`config.mk`:
```
export PLATFORM = sky130hd
export DESIGN_NAME = uart_hex_parser
export DESIGN_NICKNAME = d
export VERILOG_FILES = /design/src/rtl/uart_hex_pkg.sv /design/src/rtl/uart_hex_parser_decode.sv /design/src/rtl/uart_hex_parser.sv
export SDC_FILE = /design/constraint.sdc
export NUM_CORES = 1
export LEC_CHECK = 0
export CAP_MARGIN = 20
export CORE_ASPECT_RATIO = 1.4
export CORE_MARGIN = 2
export CORE_UTILIZATION = 50
export CTS_BUF_LIST = sky130_fd_sc_hd__clkbuf_8
export CTS_CLUSTER_DIAMETER = 100
export CTS_CLUSTER_SIZE = 8
export DETAILED_ROUTE_END_ITERATION = 16
export PLACE_DENSITY = 0.81
export SLEW_MARGIN = 20
export SYNTH_ARGS = -nofsm -noshare
export SYNTH_HDL_FRONTEND = slang
export SYNTH_SLANG_ARGS = --single-unit
export TNS_END_PERCENT = 100
```
`constraint.sdc`:
```
create_clock -name clk -period 2.3 [get_ports clk]
set_clock_uncertainty 0.2 [all_clocks]
set_input_delay 0.46 -clock clk [delete_from_list [all_inputs] [get_ports clk]]
set_output_delay 0.46 -clock clk [all_outputs]
set_load 0.05 [all_outputs]
```
`src/rtl/uart_hex_pkg.sv`:
```
// Shared types and the character classifier for the UART hex parser.
package uart_hex_pkg;

    localparam int unsigned BYTE_W   = 8;
    localparam int unsigned NIBBLE_W = 4;
    localparam int unsigned WORD_W   = 16;

    localparam logic [BYTE_W-1:0] ASC_CR = 8'h0D;
    localparam logic [BYTE_W-1:0] ASC_LF = 8'h0A;
    localparam logic [BYTE_W-1:0] ASC_SP = 8'h20;

    typedef enum logic {
        S_IDLE = 1'b0,
        S_WAIT = 1'b1
    } ack_state_t;

    typedef enum logic [1:0] {
        CC_DIGIT = 2'd0,
        CC_SEP   = 2'd1,
        CC_BAD   = 2'd2
    } char_class_t;

    // HI: next digit is the high nibble; LO: a high nibble is pending.
    typedef enum logic {
        PH_HI = 1'b0,
        PH_LO = 1'b1
    } digit_phase_t;

    typedef struct packed {
        char_class_t           cls;
        logic [NIBBLE_W-1:0]   nib;
    } char_decode_t;

    // Classify one ASCII character and return its nibble value when it is a hex digit.
    function automatic char_decode_t classify_char(input logic [BYTE_W-1:0] c,
                                                   input logic              accept_lower);
        char_decode_t r;
        r.cls = CC_BAD;
        r.nib = '0;
        if (c >= 8'h30 && c <= 8'h39) begin
            r.cls = CC_DIGIT;
            r.nib = c[3:0];
        end else if (c >= 8'h41 && c <= 8'h46) begin
            r.cls = CC_DIGIT;
            r.nib = c[3:0] + 4'd9;
        end else if (accept_lower && c >= 8'h61 && c <= 8'h66) begin
            r.cls = CC_DIGIT;
            r.nib = c[3:0] + 4'd9;
        end else if (c == ASC_CR || c == ASC_LF || c == ASC_SP) begin
            r.cls = CC_SEP;
        end
        return r;
    endfunction

endpackage

```
`src/rtl/uart_hex_parser_decode.sv`:
```
// Combinational ASCII hex character classifier, reusable by the board top.
module hex_char_decode
    import uart_hex_pkg::*;
#(
    parameter logic ACCEPT_LOWER = 1'b1
) (
    input  logic [7:0] char_i,
    output logic [1:0] cls_o,
    output logic [3:0] nibble_o
);

    char_decode_t dec_c;

    // Pure lookup of the character class and nibble value.
    always_comb begin
        dec_c = classify_char(char_i, ACCEPT_LOWER);
    end

    assign cls_o    = dec_c.cls;
    assign nibble_o = dec_c.nib;

endmodule

```
`src/rtl/uart_hex_parser.sv`:
```
// UART receive-side hex pair decoder: handshakes characters, assembles bytes,
// keeps the last two bytes for the display and raises sticky error flags.
module uart_hex_parser
    import uart_hex_pkg::*;
#(
    parameter int unsigned ACK_TIMEOUT  = 64,
    parameter logic        ACCEPT_LOWER = 1'b1
) (
    input  logic        clk,
    input  logic        rst,
    input  logic [7:0]  rx_data,
    input  logic        rx_ready,
    output logic        rx_ready_clr,
    output logic [7:0]  byte_data,
    output logic        byte_valid,
    output logic [15:0] disp_word,
    input  logic        err_clr,
    output logic        err_bad_char,
    output logic        err_odd,
    output logic        err_ack_timeout
);

    localparam int unsigned CNT_W = (ACK_TIMEOUT > 2) ? $clog2(ACK_TIMEOUT) : 1;
    localparam logic [CNT_W-1:0] CNT_MAX = CNT_W'(ACK_TIMEOUT - 1);

    ack_state_t           state_q;
    digit_phase_t         phase_q;
    logic [CNT_W-1:0]     cnt_q;
    logic [NIBBLE_W-1:0]  hi_q;
    logic                 stall_q;
    logic                 rx_ready_clr_q;
    logic [BYTE_W-1:0]    byte_data_q;
    logic                 byte_valid_q;
    logic [WORD_W-1:0]    disp_word_q;
    logic                 err_bad_char_q;
    logic                 err_odd_q;
    logic                 err_ack_timeout_q;

    logic                 err_bad_char_d;
    logic                 err_odd_d;
    logic                 err_ack_timeout_d;

    logic [1:0]           cls_c;
    logic [NIBBLE_W-1:0]  nib_c;
    logic [BYTE_W-1:0]    byte_c;
    logic                 accept_c;
    logic                 is_digit_c;
    logic                 is_sep_c;
    logic                 bad_set_c;
    logic                 odd_set_c;
    logic                 to_set_c;

    hex_char_decode #(
        .ACCEPT_LOWER (ACCEPT_LOWER)
    ) u_decode (
        .char_i   (rx_data),
        .cls_o    (cls_c),
        .nibble_o (nib_c)
    );

    // Accept and error-event qualification for the current cycle.
    always_comb begin
        accept_c   = (state_q == S_IDLE) && rx_ready && !stall_q;
        is_digit_c = (cls_c == CC_DIGIT);
        is_sep_c   = (cls_c == CC_SEP);
        byte_c     = {hi_q, nib_c};
        bad_set_c  = accept_c && !is_digit_c && !is_sep_c;
        odd_set_c  = accept_c && is_sep_c && (phase_q == PH_LO);
        to_set_c   = (state_q == S_WAIT) && rx_ready && (cnt_q == CNT_MAX);
    end

    // Sticky flags: clear request first, a coincident new event wins.
    always_comb begin
        err_bad_char_d    = (err_bad_char_q    && !err_clr) || bad_set_c;
        err_odd_d         = (err_odd_q         && !err_clr) || odd_set_c;
        err_ack_timeout_d = (err_ack_timeout_q && !err_clr) || to_set_c;
    end

    // Acknowledge FSM, digit phase, timeout counter and registered outputs.
    always_ff @(posedge clk) begin
        if (rst) begin
            state_q           <= S_IDLE;
            phase_q           <= PH_HI;
            cnt_q             <= '0;
            hi_q              <= '0;
            stall_q           <= 1'b0;
            rx_ready_clr_q    <= 1'b0;
            byte_data_q       <= '0;
            byte_valid_q      <= 1'b0;
            disp_word_q       <= '0;
            err_bad_char_q    <= 1'b0;
            err_odd_q         <= 1'b0;
            err_ack_timeout_q <= 1'b0;
        end else begin
            rx_ready_clr_q    <= 1'b0;
            byte_valid_q      <= 1'b0;
            err_bad_char_q    <= err_bad_char_d;
            err_odd_q         <= err_odd_d;
            err_ack_timeout_q <= err_ack_timeout_d;

            // A character abandoned by timeout is ignored until the line drops.
            if (!rx_ready) begin
                stall_q <= 1'b0;
            end

            case (state_q)
                S_IDLE: begin
                    if (accept_c) begin
                        rx_ready_clr_q <= 1'b1;
                        cnt_q          <= '0;
                        state_q        <= S_WAIT;
                        if (is_digit_c) begin
                            if (phase_q == PH_HI) begin
                                hi_q    <= nib_c;
                                phase_q <= PH_LO;
                            end else begin
                                byte_data_q  <= byte_c;
                                byte_valid_q <= 1'b1;
                                disp_word_q  <= {disp_word_q[7:0], byte_c};
                                phase_q      <= PH_HI;
                            end
                        end else begin
                            phase_q <= PH_HI;
                        end
                    end
                end
                S_WAIT: begin
                    if (!rx_ready) begin
                        cnt_q   <= '0;
                        state_q <= S_IDLE;
                    end else if (cnt_q == CNT_MAX) begin
                        cnt_q   <= '0;
                        stall_q <= 1'b1;
                        state_q <= S_IDLE;
                    end else begin
                        cnt_q <= cnt_q + CNT_W'(1);
                    end
                end
                default: begin
                    state_q <= S_IDLE;
                end
            endcase
        end
    end

    assign rx_ready_clr    = rx_ready_clr_q;
    assign byte_data       = byte_data_q;
    assign byte_valid      = byte_valid_q;
    assign disp_word       = disp_word_q;
    assign err_bad_char    = err_bad_char_q;
    assign err_odd         = err_odd_q;
    assign err_ack_timeout = err_ack_timeout_q;

endmodule

```
==> impl_results.md <==
* Status: finished clean
* Global-route wire length before repair at 6265 microns
* Initial Util at 52.06%
* Post-layout min period at 2.197 ns
* Syn nets at 185
* Critical path endpoint category: flop
* Yosys warnings at 0
* Routed WL at 4004 microns
* FILL cells at 196
* Port Buffers at 40
* Pwr per Cell Area at 526.9 nW/um^2
* Worst setup startpoint: rx_data[5]
* Smallest hold slack at 0.2584 ns
* DIE AREA at 3697 sq um
* Worst Reg-to-Reg Cells at 5
* Clock transition at the registers of the reported paths at 0.07 ns
* Via count at 1445
* Max rail drop VDD at 0.4863 mV
* Critical path arrival at 2.22 ns
* Crit Reg-Reg Endpoint: cnt_q[5]$_SDFFE_PP0P_
* Total iterations of the first detailed-routing run at 6
* Clock power frac at 41.4%
* EDFF count, synth at 0
* R2r setup slk at 0.59 ns
* # clock sinks at 34
* Cell taking the most area after synthesis: dfxtp_1
* DP Area at 2161 sq um
* Layout cells sized above 1 at 21.21%
* Leak at 1.018 nW
* Fmax at 455.1 MHz
* Final Hold Vio Count at 0
* Post-route setup TNS at 0 ns
* Row count at 24
* Pin count of the biggest net entering global routing at 12
* Ys flop type: dfxtp_1
* Fin util at 76.66%
* Period utilization at 95.54%
* TritonCTS clock tree: done
* Max-Cap Viols at 0
* Via density at 5.352
* Root Buffer Master: clkbuf_8
* Io pins at 41
* Synth cell count leaders: 34 x dfxtp_1, 20 x mux2i_1, 20 x nand2_1
* Final setup viols at 0
* CP Launch Type: input port
* Leading post-synthesis cells by cell area: dfxtp_1 42%, mux2i_1 12%, nand2_1 4.7%
* Gr usage total at 22.73%
* Remaining antenna violation count at 0
* Design area at 2371 sq um
* Final Worst Setup Slack at 0.1026 ns
* Sw Ratio at 23.11%
* Yosys reg bits at 34
* Unrepaired setup endpoints after global routing: no
* Syn_area_per_cell at 9.585 sq um
* Gr ovfl total at 0
* Hold buffer count at cts at 0
* Post-Syn Area at 1610 sq um
* Sequential element share of the synthesized area at 42.27%
* Hold Crit Class: flop to flop
* Crit-path max FO at 7
* Layout area overhead at 47.24%
* Post-Syn Instances at 168
* Rel. slew slack at 65.73%
* Synth cell types at 40
* Initial antenna violation count at 0
* Gpl congestion at 0.8975
* Vias in the first global route at 1460
* Crit Path Class: input port to flop
* Top cell type's share of synthesized area at 42.27%
* Nets at 247
* Worst slack at placement at -0.4238 ns
* Count leader, synth: dfxtp_1
* ANT cells at 0
* Sequential group share of total power at 48.1%
* Asr flop ratio synth at 0%
* CP Capture Point: byte_data[1]$_SDFFE_PP0P_
* Drt drc at 0
* Num CTS Buffers at 5
* Die X at 51.96 microns
* DRT iter0 DRCs at 23
* H-tree levels at 2
* Worst Path Required at 2.32 ns
* Clk_lat worst skew at 0.29 ns
* R2r startpoint: cnt_q[0]$_SDFFE_PP0P_
* Switching power total at 288.8 uW
* CTS max path bufs at 2
* Pins over their slew limit at 0
* Post-DP HPWL at 2888 microns
* Internal power at 960.5 uW
* Avg WL per Cell at 14.83 microns
* Core area at 3093 sq um
* Die height at 71.15 microns
* Measured slew at the worst slew-check pin at 0.5124 ns
* Combinational Power Share at 10.6%
-- cells by family (layout without fill, tap and decap cells) --
kind of cell	Yosys count	count (layout)	share of synthesized area (%)
muxes	22	22	13.83
buffers and inverters	20	83	6.993
AOI/OAI and AO/OA	26	26	12.67
and+or+nand+nor	57	57	18.18
DFF	34	34	42.27
xor gates and xnor gates	4	4	2.176
adders and majority gates	5	5	3.885
-- sequential cells by signal (all words and copies together) (netlist names) --
name / flops
state_q: 1
phase_q: 1
hi_q: 4
rx_ready_clr: 1
byte_valid: 1
err_ack_timeout: 1
cnt_q: 6
byte_data: 7
disp_word: 9
stall_q: 1
err_bad_char: 1
err_odd: 1
-- per-layer routing --
layer  share of wire [%]  GRT usage [%]  vias to the layer above
li1                    -              -                      706
met1                  37          23.26                      694
met2                  57          41.35                       34
met3                 3.1          3.376                       11
met4                 2.8          14.04                        0
met5                   0              0                        -
-- metrics by stage --
step | total power [mW] | cells
2_1_floorplan | 0.6674 | 168
3_3_place_gp | 0.7306 | 259
3_5_place_dp | 0.7359 | 259
4_1_cts | 1.247 | 269
5_1_grt | 1.295 | 270
6_report | 1.249 | 270
-- placed cells by master (no fill, tap or decap), types with 2 or more instances in the layout --
cell	count
dlymetal6s2s_1	6
inv_1	6
ha_1	3
buf_4	26
nand3_1	2
a21oi_1	2
mux2i_1	20
xor2_1	3
o211a_1	2
nor2_1	15
nor3_1	3
and3_1	2
dfxtp_1	34
clkdlybuf4s50_1	34
nor2b_1	5
nor4_1	2
a32oi_1	3
clkbuf_8	8
a32o_1	2
nand2_1	20
mux2_4	2
ha_2	2
o21ai_0	7
-- power by group through the flow --
| stage | Combinational (mW) | Clock, mW | Sequential, mW |
|---|---|---|---|
| after global placement | 0.118 | 0 | 0.613 |
| after floorplan | 0.0479 | 0 | 0.620 |
| final | 0.132 | 0.517 | 0.600 |
| after CTS | 0.127 | 0.520 | 0.600 |
| after global routing | 0.143 | 0.552 | 0.601 |
| after detailed placement | 0.122 | 0 | 0.614 |
-- final cells by class --
type                       count  area, sq um  area share, %
clock buffer                   8        110.1          4.644
inverter                       7        26.28          1.108
multi-input combinational    114        868.3          36.62
sequential                    34        680.7          28.71
tap                           39        48.80          2.058
timing repair buffer          68        636.9          26.86
-- worst max-delay path, stage by stage --
cell and delay (ns):
clkdlybuf4s50_1 0.47, or4bb_1 0.48, a21oi_4 0.21, o211a_4 0.24
buf_8 0.15, mux2i_1 0.20
-- how the worst min path moves through the flow --
| stage | cells past startpoint | slack (ns) | start | end |
|---|---|---|---|---|
| finish | 2 | 0.26 | disp_word[10]$_SDFFE_PP0P_ | disp_word[10]$_SDFFE_PP0P_ |
| global route | 2 | 0.29 | disp_word[13]$_SDFFE_PP0P_ | disp_word[13]$_SDFFE_PP0P_ |
| CTS | 2 | 0.26 | disp_word[13]$_SDFFE_PP0P_ | disp_word[13]$_SDFFE_PP0P_ |
| detailed placement | 2 | 0.25 | disp_word[13]$_SDFFE_PP0P_ | disp_word[13]$_SDFFE_PP0P_ |
| global placement | 2 | 0.24 | disp_word[14]$_SDFFE_PP0P_ | disp_word[14]$_SDFFE_PP0P_ |
| floorplan | 2 | 0.24 | hi_q[2]$_SDFFE_PP0P_ | byte_data[6]$_SDFFE_PP0P_ |
-- repair_timing --
| action | in CTS | in global routing |
|---|---|---|
| gates resized for setup | 5 | 15 |
| setup buffers | 2 | 1 |
| pin swaps | 3 | 4 |
| setup endpoints to repair | 21 | 23 |
Note: power is estimated with default switching activity, not from simulation.
